## config.mk

```make
export PLATFORM = sky130hd
export DESIGN_NAME = hist_ram_sched
export DESIGN_NICKNAME = d
export VERILOG_FILES = /design/src/rtl/hist_ram_sched.sv
export SDC_FILE = /design/constraint.sdc
export NUM_CORES = 1
export LEC_CHECK = 0
export ABC_AREA = 1
export CAP_MARGIN = 10
export CORE_UTILIZATION = 39
export CTS_BUF_LIST = sky130_fd_sc_hd__clkbuf_8
export CTS_CLUSTER_DIAMETER = 150
export DETAILED_ROUTE_END_ITERATION = 12
export GPL_TIMING_DRIVEN = 1
export PLACE_DENSITY = 0.89
export SYNTH_ARGS = -nofsm -noshare
export SYNTH_HDL_FRONTEND = slang
export SYNTH_SLANG_ARGS = --single-unit
```

## constraint.sdc

```tcl
create_clock -name clk -period 1.4 [get_ports clk]
set_input_delay 0.14 -clock clk [delete_from_list [all_inputs] [get_ports clk]]
set_output_delay 0.14 -clock clk [all_outputs]
set_load 0.02 [all_outputs]
```

## src/rtl/hist_ram_sched.sv

```systemverilog
// Round-robin scheduler for pipeline_ram's single increment port, plus clear-all/dump-all sweeps.
// Grants are combinational (0 cycles), one per cycle; requesters hold until req_ready; sweeps stall all grants.
module hist_ram_sched #(
  parameter int NREQ   = 2,
  parameter int ADDR_W = 5,
  parameter int CNT_W  = 16,
  parameter int RD_LAT = 3
) (
  input  logic                     clk,
  input  logic                     rst,
  input  logic [NREQ-1:0]          req_valid,
  input  logic [NREQ*ADDR_W-1:0]   req_bin,
  output logic [NREQ-1:0]          req_ready,
  input  logic                     clr_start,
  input  logic                     dump_start,
  output logic                     busy,
  output logic                     done,
  output logic                     ram_en,
  output logic                     ram_clr,
  output logic                     ram_rd,
  output logic [ADDR_W-1:0]        ram_addr,
  input  logic [CNT_W-1:0]         ram_rdata,
  output logic                     dump_valid,
  output logic [ADDR_W-1:0]        dump_bin,
  output logic [CNT_W-1:0]         dump_data
);

  localparam int PTR_W  = (NREQ > 1) ? $clog2(NREQ) : 1;
  localparam int WCNT_W = (RD_LAT > 1) ? $clog2(RD_LAT) : 1;
  localparam logic [WCNT_W-1:0] WCNT_LAST = WCNT_W'(RD_LAT - 1);
  localparam logic [ADDR_W-1:0] IDX_LAST  = {ADDR_W{1'b1}};
  localparam logic [PTR_W-1:0]  PTR_LAST  = PTR_W'(NREQ - 1);

  typedef enum logic [2:0] {
    ST_RUN   = 3'd0,
    ST_DRAIN = 3'd1,
    ST_CLEAR = 3'd2,
    ST_DUMP  = 3'd3,
    ST_FLUSH = 3'd4
  } state_e;

  state_e              state_q, state_d;
  logic [ADDR_W-1:0]   idx_q, idx_d;
  logic [WCNT_W-1:0]   wcnt_q, wcnt_d;
  logic [PTR_W-1:0]    rr_ptr_q, rr_ptr_d;
  logic                sweep_clr_q, sweep_clr_d;
  logic                done_q, done_d;
  logic [RD_LAT-1:0]   dv_q, dv_d;
  logic [ADDR_W-1:0]   db_q [RD_LAT];
  logic [ADDR_W-1:0]   db_d [RD_LAT];

  logic                gnt_vld;
  logic [PTR_W-1:0]    gnt_idx;
  logic [PTR_W-1:0]    cand;
  logic [NREQ-1:0]     rdy_c;
  logic                en_c, clr_c, rd_c;
  logic [ADDR_W-1:0]   addr_c;

  // Circular search starting at rr_ptr; first valid requester wins.
  always_comb begin
    gnt_vld = 1'b0;
    gnt_idx = '0;
    cand    = '0;
    for (int k = 0; k < NREQ; k++) begin
      cand = PTR_W'((int'(rr_ptr_q) + k) % NREQ);
      if (!gnt_vld && req_valid[cand]) begin
        gnt_vld = 1'b1;
        gnt_idx = cand;
      end
    end
  end

  always_comb begin
    state_d     = state_q;
    idx_d       = idx_q;
    wcnt_d      = wcnt_q;
    rr_ptr_d    = rr_ptr_q;
    sweep_clr_d = sweep_clr_q;
    done_d      = 1'b0;
    rdy_c       = '0;
    en_c        = 1'b0;
    clr_c       = 1'b0;
    rd_c        = 1'b0;
    addr_c      = '0;

    case (state_q)
      ST_RUN: begin
        // A command cycle grants nothing; clear takes priority over dump.
        if (clr_start || dump_start) begin
          state_d     = ST_DRAIN;
          wcnt_d      = '0;
          sweep_clr_d = clr_start;
        end else if (gnt_vld) begin
          rdy_c[gnt_idx] = 1'b1;
          en_c           = 1'b1;
          addr_c         = req_bin[gnt_idx*ADDR_W +: ADDR_W];
          rr_ptr_d       = (gnt_idx == PTR_LAST) ? '0 : gnt_idx + 1'b1;
        end
      end
      ST_DRAIN: begin
        wcnt_d = wcnt_q + 1'b1;
        if (wcnt_q == WCNT_LAST) begin
          state_d = sweep_clr_q ? ST_CLEAR : ST_DUMP;
          idx_d   = '0;
        end
      end
      ST_CLEAR: begin
        clr_c  = 1'b1;
        addr_c = idx_q;
        idx_d  = idx_q + 1'b1;
        if (idx_q == IDX_LAST) begin
          state_d = ST_RUN;
          done_d  = 1'b1;
        end
      end
      ST_DUMP: begin
        rd_c   = 1'b1;
        addr_c = idx_q;
        idx_d  = idx_q + 1'b1;
        if (idx_q == IDX_LAST) begin
          state_d = ST_FLUSH;
          wcnt_d  = '0;
        end
      end
      ST_FLUSH: begin
        wcnt_d = wcnt_q + 1'b1;
        if (wcnt_q == WCNT_LAST) begin
          state_d = ST_RUN;
          done_d  = 1'b1;
        end
      end
      default: begin
        state_d = ST_RUN;
      end
    endcase

    // Reset silences every strobe in the same cycle, aborting any sweep at once.
    if (rst) begin
      rdy_c  = '0;
      en_c   = 1'b0;
      clr_c  = 1'b0;
      rd_c   = 1'b0;
      addr_c = '0;
    end
  end

  // Dump beat tracking mirrors the RAM read latency.
  always_comb begin
    dv_d[0] = rd_c;
    db_d[0] = rd_c ? addr_c : '0;
    for (int i = 1; i < RD_LAT; i++) begin
      dv_d[i] = dv_q[i-1];
      db_d[i] = db_q[i-1];
    end
  end

  always_ff @(posedge clk) begin
    if (rst) begin
      state_q     <= ST_RUN;
      idx_q       <= '0;
      wcnt_q      <= '0;
      rr_ptr_q    <= '0;
      sweep_clr_q <= 1'b0;
      done_q      <= 1'b0;
      dv_q        <= '0;
      for (int i = 0; i < RD_LAT; i++) begin
        db_q[i] <= '0;
      end
    end else begin
      state_q     <= state_d;
      idx_q       <= idx_d;
      wcnt_q      <= wcnt_d;
      rr_ptr_q    <= rr_ptr_d;
      sweep_clr_q <= sweep_clr_d;
      done_q      <= done_d;
      dv_q        <= dv_d;
      db_q        <= db_d;
    end
  end

  assign req_ready  = rdy_c;
  assign ram_en     = en_c;
  assign ram_clr    = clr_c;
  assign ram_rd     = rd_c;
  assign ram_addr   = addr_c;
  assign busy       = !rst && (state_q != ST_RUN);
  assign done       = !rst && done_q;
  assign dump_valid = dv_q[RD_LAT-1];
  assign dump_bin   = db_q[RD_LAT-1];
  assign dump_data  = dump_valid ? ram_rdata : '0;

endmodule

```

# Yosys cells after proc, flatten, opt, wreduce, memory -nomap -nowiden
# Cells that the tools add are included.
[op_classes]
eq_ne = 11
order_cmp = 4
n_addsub = 4
n_mux = 43
bitwise = 2
multipliers = 1
shifts = 1
reduce_logical = 19
[op_table]
columns = ["cell", "n"]
rows = [
  ["2-to-1 mux 1 bit", 21],
  ["2-to-1 mux 5 bit", 4],
  ["one-hot mux 5 bit (2 select lines)", 2],
  ["2-to-1 mux 16 bit", 1],
  ["2-to-1 mux 3 bit", 5],
  ["one-hot mux 3 bit (5 select lines)", 1],
  ["2-to-1 mux 2 bit", 6],
  ["inequality test 2 bit, second input constant", 5],
  ["variable part select 10 x 5 -> 5 bit", 1],
  ["equality test 3 x 2 -> 1 bit, second input constant", 2],
  ["< comparator 1 x 2 -> 1 bit, second input constant", 3],
  ["one-hot mux 2 bit (3 select lines)", 1],
  ["AND reduction 3 bit", 2],
  ["nonzero test 3 bit", 2],
  ["OR reduction 2 bit", 3],
  ["adder 5 x 1 -> 5 bit, second input constant", 1],
  ["equality test 5 bit, second input constant", 1],
  ["AND reduction 5 bit", 1],
  ["logical AND 1 bit", 4],
  ["multiplier 1 x 3 -> 4 bit, second input constant", 1],
  ["AND reduction 2 bit", 2],
  ["equality test 3 x 1 -> 1 bit, second input constant", 1],
  ["equality test 3 bit, second input constant", 1],
  ["logical NOT 3 bit", 1],
  ["10 further kinds", 13],
]
[word_totals]
ff_bits = 31

# Longest topological paths before layout
# Gate-level depths: netlist (run 1).
[depth]
ltp_word = 14
depth_mapped = 12
ltp_nobuf = 12

# Worst setup path before layout (run 1)
# OpenSTA, ideal clock, no wires.
[synth_path]
kind = "register to register"
start = "register idx_q[0]"
end = "register state_q[0]"
period_less_slack_ns = 1.336
path_stages_with_launch = 12
slack_ns = 0.064
t_arrival_ns = 1.223
required_ns = 1.287
setup_time_ns = 0.113
cell_sequence = "dfxtp_1 ha_1 nand2_1 nor2_1 ha_1 inv_1 nand2_1 nand2_1 inv_2 nand2_1 nor2_1 nor2_1"
[synth_via]
elab_chain_len = 3
word_cells_on_any_way = 4
cone_classes = "eq/ne (3); reduce/logical (1)"
[synth_lines]
columns = ["element", "line_no", "rtl"]
rows = [
  ["start, declared", "43", "logic [ADDR_W-1:0] idx_q, idx_d;"],
  ["start signal, assigned", "171", "idx_q <= idx_d;"],
  ["equality test 5 bit (*)", "111, 120", ""],
  ["inequality test 2 bit (no source line)", "-", ""],
  ["AND reduction 5 bit (no source line) (*)", "-", ""],
  ["end signal, assigned", "170", "state_q <= state_d;"],
  ["end, declared", "42", "state_e state_q, state_d;"],
]
# Every way passes the cells marked *; elsewhere a longest branch is shown, timed or not.
# A chain may end at the register's enable or synchronous reset.

# Final worst setup path (run 1)
[layout_path]
start = "register state_q[1]"
end = "output ram_addr[0]"
[layout_via]
elab_chain_len = 4
word_cells_on_any_way = 6
cone_classes = "eq/ne (2); mux (2); reduce/logical (2)"
[layout_lines]
columns = ["element", "line_no", "rtl"]
rows = [
  ["equality test 3 x 2 -> 1 bit", "86", "case (state_q)"],
  ["OR reduction 2 bit (no source line)", "-", ""],
  ["one-hot mux 5 bit (2 select lines) (*)", "86", ""],
  ["2-to-1 mux 5 bit (*)", "138", "if (rst) begin"],
  ["end, declared", "21", "output logic [ADDR_W-1:0] ram_addr,"],
]
# Marks and branches as above.

==> summary.txt, run 1 <==
Critical path endpoint category = primary output
Pwr/cell area = 1150 nW/um^2
Setup crit start kind = flop
Clk Tree Root Cell = clkbuf_8
Syn Inst Count = 233
YS warnings = 0
Initial antenna violation count = 0
Vias post-DR = 1742
DR vias/cell = 4.61
N_diodes = 0
Clk buf depth = 2
Final setup margin = -201 ps
DRT iter0 DRCs = 51
Final Wtd Congestion = 0.858
IO buf count = 65
Largest net degree at the start of global routing = 13
RSZ-0062 raised after global routing = true
Critical path type = flop to primary output
Post-synthesis cell area = 1520 um^2
Synth unique cells = 22
Syn-to-layout area delta = 70.7%
Number of detailed-routing iterations run before antenna repair = 4
Mapped Avg Cell Area = 6.51 um^2
Leak = 1.36 nW
Commonest non-fill, non-tap cell in the layout = nand2_1
Initial core utilization = 41.1%
Routed WL per cell = 11.1 um
Failing checks = negative setup slack
Post-DP HPWL = 2.95 mm
Top cell type's share of synthesized area = 40.9%
Final setup vio count = 11
Place WS = -645 ps
Period utilization = 114%
Leading area contributor after synthesis = dfxtp_1
Worst-Margin Slew = 296 ps
Setup_tns = -1340 ps
Switching part of the total = 33.1%
First-pass GRT wire length = 6.60 mm
GRT Residual Overflow = 0
H-tree levels = 2
Hold slack = 342 ps
Most frequent cells in the layout = nand2_1, inv_1, buf_4, clkdlybuf4s50_1, nor2_1
Sink Count = 31
Placed cells = 360
Fin area = 2590 um^2
Clock power share = 30.4%
Antenna viol nets, final = 0
Synth area leaders = dfxtp_1, nand2_1, inv_1
Int Power = 2.00 mW
Status = finished with violations
Min-delay worst type = input port to flop
Die ar. = 4140 um^2
Filler cells = 291
Hold buffer count at CTS = 0
Core area = 3690 um^2
FF+latch count, synth = 31
Layout cells sized above 1 = 26.7%
Pins over their slew limit = 0
Skew final = 2.96 ps
Die Y = 64.4 um
Sequential element share of the synthesized area = 40.9%
WL final = 4.18 mm
Nets = 364
CTS tree = built
Max Cap Viol = 0
Vias in the first global route = 1589
DRC = 0
Post-Syn Nets = 268
CTS buffer count = 5
Worst-Skew Late Latency = 280 ps
Peak fanout along the critical path = 7
Die Wd = 64.4 um
Final Non-Filler Cells = 378
Crit path DAT = 1460 ps
Max transition margin = 80.3%
Switch Pwr = 0.986 mW
Power share of the sequential group = 34.2%
Io pins = 66
Fmax = 0.625 GHz
Worst VDD drop = 0.738 mV
Gate power share = 35.4%
CP required = 1260 ps
Worst-path clk slew = 70 ps
Overall Global Routing Usage = 20.7%
Post-place instance area = 2340 um^2
Tmin final = 1600 ps
Cell Rows = 22
Final hold viol count = 0
## metal layers
metal / part of all wire [%] / GRT usage, % / routed length [um] / vias up
li1: - / - / - / 875
met1: 35 / 20.8 / 1460 / 758
met2: 52 / 37.9 / 2160 / 97
met3: 11 / 7.50 / 450 / 12
met4: 2.5 / 8.61 / 105 / 0
met5: 0 / 0 / 0 / -
## cell usage after synthesis, drive strengths merged
master  instances
a21oi          11
buf             5
clkbuf          2
clkinv          1
dfxtp          31
ha              3
inv            48
nand2          81
nand3          10
nand4           1
nor2           32
nor3            2
o21ai           5
o31ai           1
## final timing paths
check / depth (start not counted) / from / slack (ps) / to
max: 8 / state_q[1] / -200 / ram_addr[0]
min: 2 / rst / 340 / rr_ptr_q
max reg2reg: 12 / idx_q[0] / -70 / state_q[0]
min reg2reg: 2 / db_d[4] / 400 / dump_bin[4]
## cell families (layout without fill, tap and decap cells)
family                     count (synthesis)  in the layout  synth area share [%]
and+or+nand+nor                          126            126                  35.9
DFF                                       31             31                  40.9
buffers and inverters                     56            153                  14.9
AOI/OAI and AO/OA                         17             17                  5.77
adders and majority gates                  3              3                  2.47
## worst max-delay path, cell delays in order (launching register included)
cell and delay, ps:
dfxtp_4 370, nor2_4 110, nand3_4 120, nor2_8 160, nand2_1 80, nand2_1 70, nand2_1 80, inv_1 60
buf_4 130
## layout make-up
type | instances | area [um^2] | area share (%)
inverters | 49 | 189 | 7.29
clock inverters | 2 | 35.0 | 1.35
clock buffers | 6 | 82.6 | 3.19
repair inverters | 1 | 7.51 | 0.290
flip-flops and latches | 31 | 631 | 24.3
repair buffers | 95 | 837 | 32.3
multi-input cells | 146 | 748 | 28.9
well taps | 48 | 60.1 | 2.32
## registers in the layout, summed over array words and instances, names as in the netlist
signal       count
idx_q            5
state_q          3
sweep_clr_q      1
rr_ptr_q         1
done_q           1
dump_bin         5
db_d            10
dv_q             3
wcnt_q           2
## power by group through the flow
stage | clock [mW] | sequential, mW | combinational, mW
2_1_floorplan | 0 | 1.01 | 0.567
3_3_place_gp | 0 | 1.02 | 0.869
3_5_place_dp | 0 | 1.02 | 0.898
4_1_cts | 0.922 | 1.01 | 0.969
5_1_grt | 0.961 | 1.03 | 1.15
6_report | 0.908 | 1.02 | 1.05
## per-stage QoR
step / power, mW / util (%)
2_1_floorplan: 1.58 / -
3_3_place_gp: 1.89 / 63.5
3_5_place_dp: 1.92 / 63.5
4_1_cts: 2.90 / 68.8
5_1_grt: 3.14 / 70.2
6_report: 2.98 / 70.2
## timing repair
action                                  CTS  global route
pin swaps                                11             8
setup buffers                             7             2
resized for setup                       101            21
cloned                                    1             0
endpoints found under the setup margin   33            24
(Power assumes the default switching activity.)
==> inputs of run 2 (changes only) <==
--- a/config.mk
+++ b/config.mk
@@ -7,12 +7,12 @@
 export LEC_CHECK = 0
 export ABC_AREA = 1
 export CAP_MARGIN = 10
-export CORE_UTILIZATION = 39
+export CORE_UTILIZATION = 47
 export CTS_BUF_LIST = sky130_fd_sc_hd__clkbuf_8
 export CTS_CLUSTER_DIAMETER = 150
 export DETAILED_ROUTE_END_ITERATION = 12
 export GPL_TIMING_DRIVEN = 1
-export PLACE_DENSITY = 0.89
+export PLACE_DENSITY = 0.95
 export SYNTH_ARGS = -nofsm -noshare
 export SYNTH_HDL_FRONTEND = slang
 export SYNTH_SLANG_ARGS = --single-unit
==> constraint.sdc (replaced) <==
create_clock -name clk -period 1.9 [get_ports clk]
set_input_delay 0.19 -clock clk [delete_from_list [all_inputs] [get_ports clk]]
set_output_delay 0.19 -clock clk [all_outputs]
set_load 0.02 [all_outputs]
==> run 2 against run 1 <==
  * The flow now finishes without violations
  * Highest routed layer unchanged
  * Via count fell by 7.8%
  * Clock power decreased by 44%
  * Worst hold slack improved by 58 ps
  * Power fell by 37%
  * Critical endpoint is now done
==> summary.txt, run 2 (synthesized netlist as in run 1, its figures left out) <==
Status = finished clean
Overall Global Routing Usage = 22.7% (+2.0 points)
CTS buffer count = 5 (unchanged)
Die Wd = 58.8 um (-8.6%)
Filler cells = 241 (-17%)
IO buf count = 65 (unchanged)
Place WS = -243 ps (+401 ps)
Switching part of the total = 33.4% (+0.38 points)
Vias post-DR = 1606 (-7.8%)
Skew final = 8.13 ps (+5.17 ps)
DR vias/cell = 4.51 (-2.1%)
Post-DP HPWL = 2.90 mm (-2.0%)
Min-delay worst type = flop to flop
Sink Count = 31 (unchanged)
Max transition margin = 81.2% (+0.94 points)
Crit path largest cell delay = 600 ps (+230 ps)
Cell Rows = 20 (-9.1%)
Crit path DAT = 1630 ps (+170 ps)
Period utilization = 96.0%
First-pass GRT wire length = 5.84 mm (-11%)
Vias in the first global route = 1448 (-8.9%)
Critical path type = input port to primary output
Commonest non-fill, non-tap cell in the layout = nand2_1
Post-place instance area = 2290 um^2 (-2.5%)
DRC = 0 (unchanged)
Power share of the sequential group = 40.0% (+5.8 points)
Most used cell, CP = clkdlybuf4s50_1
Critical path buffers and inverters = 3 (+1)
Leak = 1.20 nW (-12%)
Area taken by multi-input logic gates = 671 um^2 (-10%)
Pwr/cell area = 795 nW/um^2 (-31%)
RSZ-0062 raised after global routing = false
Fmax = 0.548 GHz
N_diodes = 0 (unchanged)
Setup crit start kind = input port
Routed WL per cell = 10.2 um (-8.2%)
WL final = 3.62 mm (-14%)
Antenna viol nets, final = 0 (unchanged)
Initial antenna violation count = 0 (unchanged)
Register Area = 622 um^2 (-1.4%)
Fin area = 2350 um^2 (-9.4%)
Largest net degree at the start of global routing = 18 (+5)
Final setup vio count = 0 (-11)
Worst-Margin Slew = 280 ps (-15.9 ps)
Final setup margin = 75.1 ps (+276 ps)
Worst-Skew Late Latency = 280 ps (about the same)
Max reg flops = 10 (unchanged)
CP required = 1710 ps (+450 ps)
Number of detailed-routing iterations run before antenna repair = 4 (unchanged)
Die Y = 58.8 um (-8.6%)
Switch Pwr = 0.624 mW (-37%)
CTS tree = built
Core area = 3050 um^2 (-17%)
Layout cells sized above 1 = 11.2% (-15 points)
CP cell instances = clkdlybuf4s50_1, buf_4, nor2_1, clkdlybuf4s50_1
H-tree levels = 2 (unchanged)
Worst-path clk slew = 60 ps (about the same)
Worst VDD drop = 0.440 mV (-40%)
Pwr Total = 1.87 mW (-37%)
Gate power share = 32.6% (-2.8 points)
Clock power share = 27.5% (-2.9 points)
Pins over their slew limit = 0 (unchanged)
Final Wtd Congestion = 0.883 (+2.9%)
Peak fanout along the critical path = 8 (+1)
Top delay family on crit path = buffers and inverters
Io pins = 66 (unchanged)
GRT Residual Overflow = 0 (unchanged)
Max Cap Viol = 0 (unchanged)
Critical path endpoint category = primary output
Die ar. = 3460 um^2 (-17%)
Slowest-stage cell, CP = clkdlybuf4s50_1
Clk buf depth = 2 (unchanged)
Tmin final = 1820 ps
Final hold viol count = 0 (unchanged)
Initial core utilization = 49.7% (+8.6 points)
Nets = 347 (-4.7%)
Clk Tree Root Cell = clkbuf_8
Most frequent cells in the layout = nand2_1, clkdlybuf4s50_1, inv_1, dfxtp_1, nor2_1
Int Power = 1.24 mW (-38%)
Syn-to-layout area delta = 54.7%
DRT iter0 DRCs = 36 (-29%)
## run 2: worst min-delay path, delay by kind of cell, from the launching register on
| family | cells | cell delay [ps] |
|---|---|---|
| flip-flops | 1 | 290 |
| AND/OR/NAND/NOR | 1 | 30 |
| buffers and inverters | 1 | 40 |
## run 2: final timing paths
check	slack (ps)	end	from	cells after the start
worst min register to register	400	db_d[1]	db_d[6]	2
worst max-delay path	80	done	rst	4
worst max register to register	360	state_q[0]	idx_q[0]	11
worst min-delay path	400	db_d[1]	db_d[6]	2
## run 2: power groups by stage
stage | registers (mW) | logic [mW] | clock network [mW]
after floorplan | 0.744 | 0.418 | 0
after global placement | 0.755 | 0.587 | 0
after detailed placement | 0.759 | 0.614 | 0
after CTS | 0.745 | 0.609 | 0.519
after global routing | 0.754 | 0.689 | 0.553
final | 0.745 | 0.608 | 0.513
## run 2: metal layers
layer	global-route usage (%)	part of all wire, %	routed length, um	vias up
met4	10.5	1.8	64	0
met1	23.1	40	1460	676
met3	5.93	9.8	354	4
met5	0	0	0	-
met2	42.7	48	1740	82
li1	-	-	-	844
## run 2: timing repair
item / CTS / global route
gates resized for setup: 10 / 13
hold endpoints to repair: 0 / 0
hold buffers: 0 / 0
gates cloned: 0 / 0
buffers inserted: 0 / 0
endpoints found under the setup margin: 10 / 7
## run 2: per-stage QoR
stage | std cells | utilization [%] | hold slack, ps | TNS, ps
final | 356 | 76.9 | 400 | 0
after global routing | 356 | 76.9 | 403 | 0
after CTS | 356 | 77.3 | 399 | 0
after detailed placement | 349 | 74.9 | 392 | -1680
after global placement | 349 | 74.9 | 390 | -1470
after floorplan | 233 | - | 337 | 0
## run 2: layout make-up
type                       instances  share of cell area, %
clock inverter                     1                  0.213
clock buffer                       6                   3.52
tap                               44                   2.35
multi-input combinational        146                   28.6
inverter                          49                   7.84
timing repair buffer              79                   31.0
sequential                        31                   26.5
==> inputs of run 3 (changes only) <==
--- a/config.mk
+++ b/config.mk
@@ -7,12 +7,14 @@
 export LEC_CHECK = 0
 export ABC_AREA = 1
 export CAP_MARGIN = 10
+export CORE_MARGIN = 8
 export CORE_UTILIZATION = 47
 export CTS_BUF_LIST = sky130_fd_sc_hd__clkbuf_8
 export CTS_CLUSTER_DIAMETER = 150
 export DETAILED_ROUTE_END_ITERATION = 12
+export GPL_ROUTABILITY_DRIVEN = 1
 export GPL_TIMING_DRIVEN = 1
-export PLACE_DENSITY = 0.95
+export PLACE_DENSITY = 0.94
 export SYNTH_ARGS = -nofsm -noshare
 export SYNTH_HDL_FRONTEND = slang
 export SYNTH_SLANG_ARGS = --single-unit
==> run 3 against run 2 <==
  * Combinational power about the same
  * Flip-flop and latch count stayed put
  * Global-route usage is 7.6 points lower
  * Largest cell class unchanged
==> summary.txt, run 3 (synthesized netlist as in run 1, its figures left out) <==
Status = finished clean
M1 WL = 1.71 mm (+17%)
Commonest non-fill, non-tap cell in the layout = nand2_1
Reg2Reg Setup Slack = 380 ps (+20 ps)
Fmax = 0.556 GHz (+1.4%)
Final setup vio count = 0 (unchanged)
Largest net degree at the start of global routing = 18 (unchanged)
Vias post-DR = 1627 (+1.3%)
Max transition margin = 81.0% (-0.23 points)
Worst VDD drop = 0.614 mV (+40%)
Pins over their slew limit = 0 (unchanged)
CP Capture Point = req_ready[1]
Initial antenna violation count = 0 (unchanged)
Worst Setup SP = clr_start
H-tree levels = 2 (unchanged)
Skew final = 0.868 ps (-7.26 ps)
Setup crit start kind = input port
Crit path DAT = 1610 ps (-20 ps)
Die ar. = 5300 um^2 (+53%)
Overall Global Routing Usage = 15.1% (-7.6 points)
DR vias/cell = 4.58 (+1.6%)
Hold buffer count at CTS = 0 (unchanged)
GRT Residual Overflow = 0 (unchanged)
Wire length on met3 = 430 um (+21%)
Tmin final = 1800 ps (-26.0 ps)
N_diodes = 0 (unchanged)
Worst r2r src = idx_q[0]
Final hold viol count = 0 (unchanged)
Worst-Skew Late Latency = 280 ps (about the same)
CTS tree = built
Min-delay worst type = flop to flop
Critical R2R Capture = state_q[0]
R2R depth = 12 (+1)
IO buf count = 65 (unchanged)
First-pass GRT wire length = 6.27 mm (+7.2%)
Post-DP HPWL = 3.24 mm (+12%)
Antenna viol nets, final = 0 (unchanged)
WHS Path Cells = 2 (unchanged)
Vias in the first global route = 1445 (-0.21%)
Die Wd = 72.8 um (+24%)
Clk Tree Root Cell = clkbuf_8
DRC = 0 (unchanged)
Pwr Total = 1.86 mW (-0.17%)
Critical path endpoint category = primary output
Nets = 346 (-0.29%)
Number of detailed-routing iterations run before antenna repair = 4 (unchanged)
Peak fanout along the critical path = 3 (-5)
Final Wtd Congestion = 0.886 (+0.32%)
Io pins = 66 (unchanged)
Cell Rows = 20 (unchanged)
Initial core utilization = 49.7% (unchanged)
RSZ-0062 raised after global routing = false
Leak = 1.21 nW (+1.0%)
Most frequent cells in the layout = nand2_1, clkdlybuf4s50_1, inv_1, dfxtp_1, nor2_1
Layout cells sized above 1 = 10.9% (-0.29 points)
Routed WL per cell = 10.9 um (+7.6%)
Period utilization = 94.7% (-1.4 points)
Die Y = 72.8 um (+24%)
Worst-Margin Slew = 284 ps (+3.46 ps)
Core area = 3050 um^2 (unchanged)
CTS buffer count = 5 (unchanged)
CP required = 1710 ps (about the same)
Hold slack = 398 ps (-1.36 ps)
Post_cts resized = 11 (+1)
Max Cap Viol = 0 (unchanged)
Worst-path clk slew = 60 ps (about the same)
Max reg flops = 10 (unchanged)
Sink Count = 31 (unchanged)
WL met2 = 1.67 mm (-4.4%)
Critical path type = input port to primary output
Syn-to-layout area delta = 54.3%
Postcts setup bufs = 0 (unchanged)
Clk buf depth = 2 (unchanged)
Pwr/cell area = 795 nW/um^2 (about the same)
WL final = 3.88 mm (+7.3%)
Max Used Layer = met4
DRT iter0 DRCs = 39 (+8.3%)
==> run 3: changes by cell type in the layout (fill, tap and decap cells not counted), sizes merged <==
cell	before	now
buf	14	13
clkdlybuf4s50	54	53
dlymetal6s2s	1	2
==> run 3: critical path, stage by stage <==
cell	delay, ps
clkdlybuf4s50_1	510
nor2_8	160
nand3_4	100
buf_4	170
nor3_1	110
dlygate4sd2_1	380
==> run 3: report_power, final <==
group / internal [mW] / switching, mW
Combinational: 0.252 / 0.353
Sequential: 0.703 / 0.0402
Clock: 0.283 / 0.231
Total: 1.24 / 0.625
==> run 3: how the worst min path moves through the flow <==
stage               startpoint     endpoint  slack [ps]
global route           dv_q[1]      dv_q[2]         420
detailed placement     db_d[7]      db_d[2]         390
floorplan            clr_start  sweep_clr_q         340
finish                 dv_q[1]      dv_q[2]         400
CTS                    db_d[7]      db_d[2]         400
global placement       db_d[7]      db_d[2]         390
==> run 3: cell type report <==
cell class	count	area [um^2]
Timing Repair Buffer	78	723
Fill cell	232	711
Multi-Input combinational cell	146	671
Sequential cell	31	622
Inverter	49	184
Clock buffer	6	82.6
Tap cell	44	55.1
Clock inverter	1	5.00
==> run 3: metrics by stage <==
step                setup TNS [ps]  util, %  instances  worst slack [ps]  cell area (um^2)
floorplan                        0        -        233               563              1520
global placement             -1490     74.6        348              -209              2280
detailed placement           -1730     74.6        348              -264              2280
CTS                              0     77.1        355              1.55              2350
global route                     0     76.7        355             0.610              2340
finish                           0     76.7        355               101              2340
==> run 3: layer usage <==
metal / vias to the layer above / GRT usage, %
li1: 837 / -
met1: 710 / 16.1
met2: 74 / 25.1
met3: 6 / 5.63
met4: 0 / 8.00
met5: - / 0
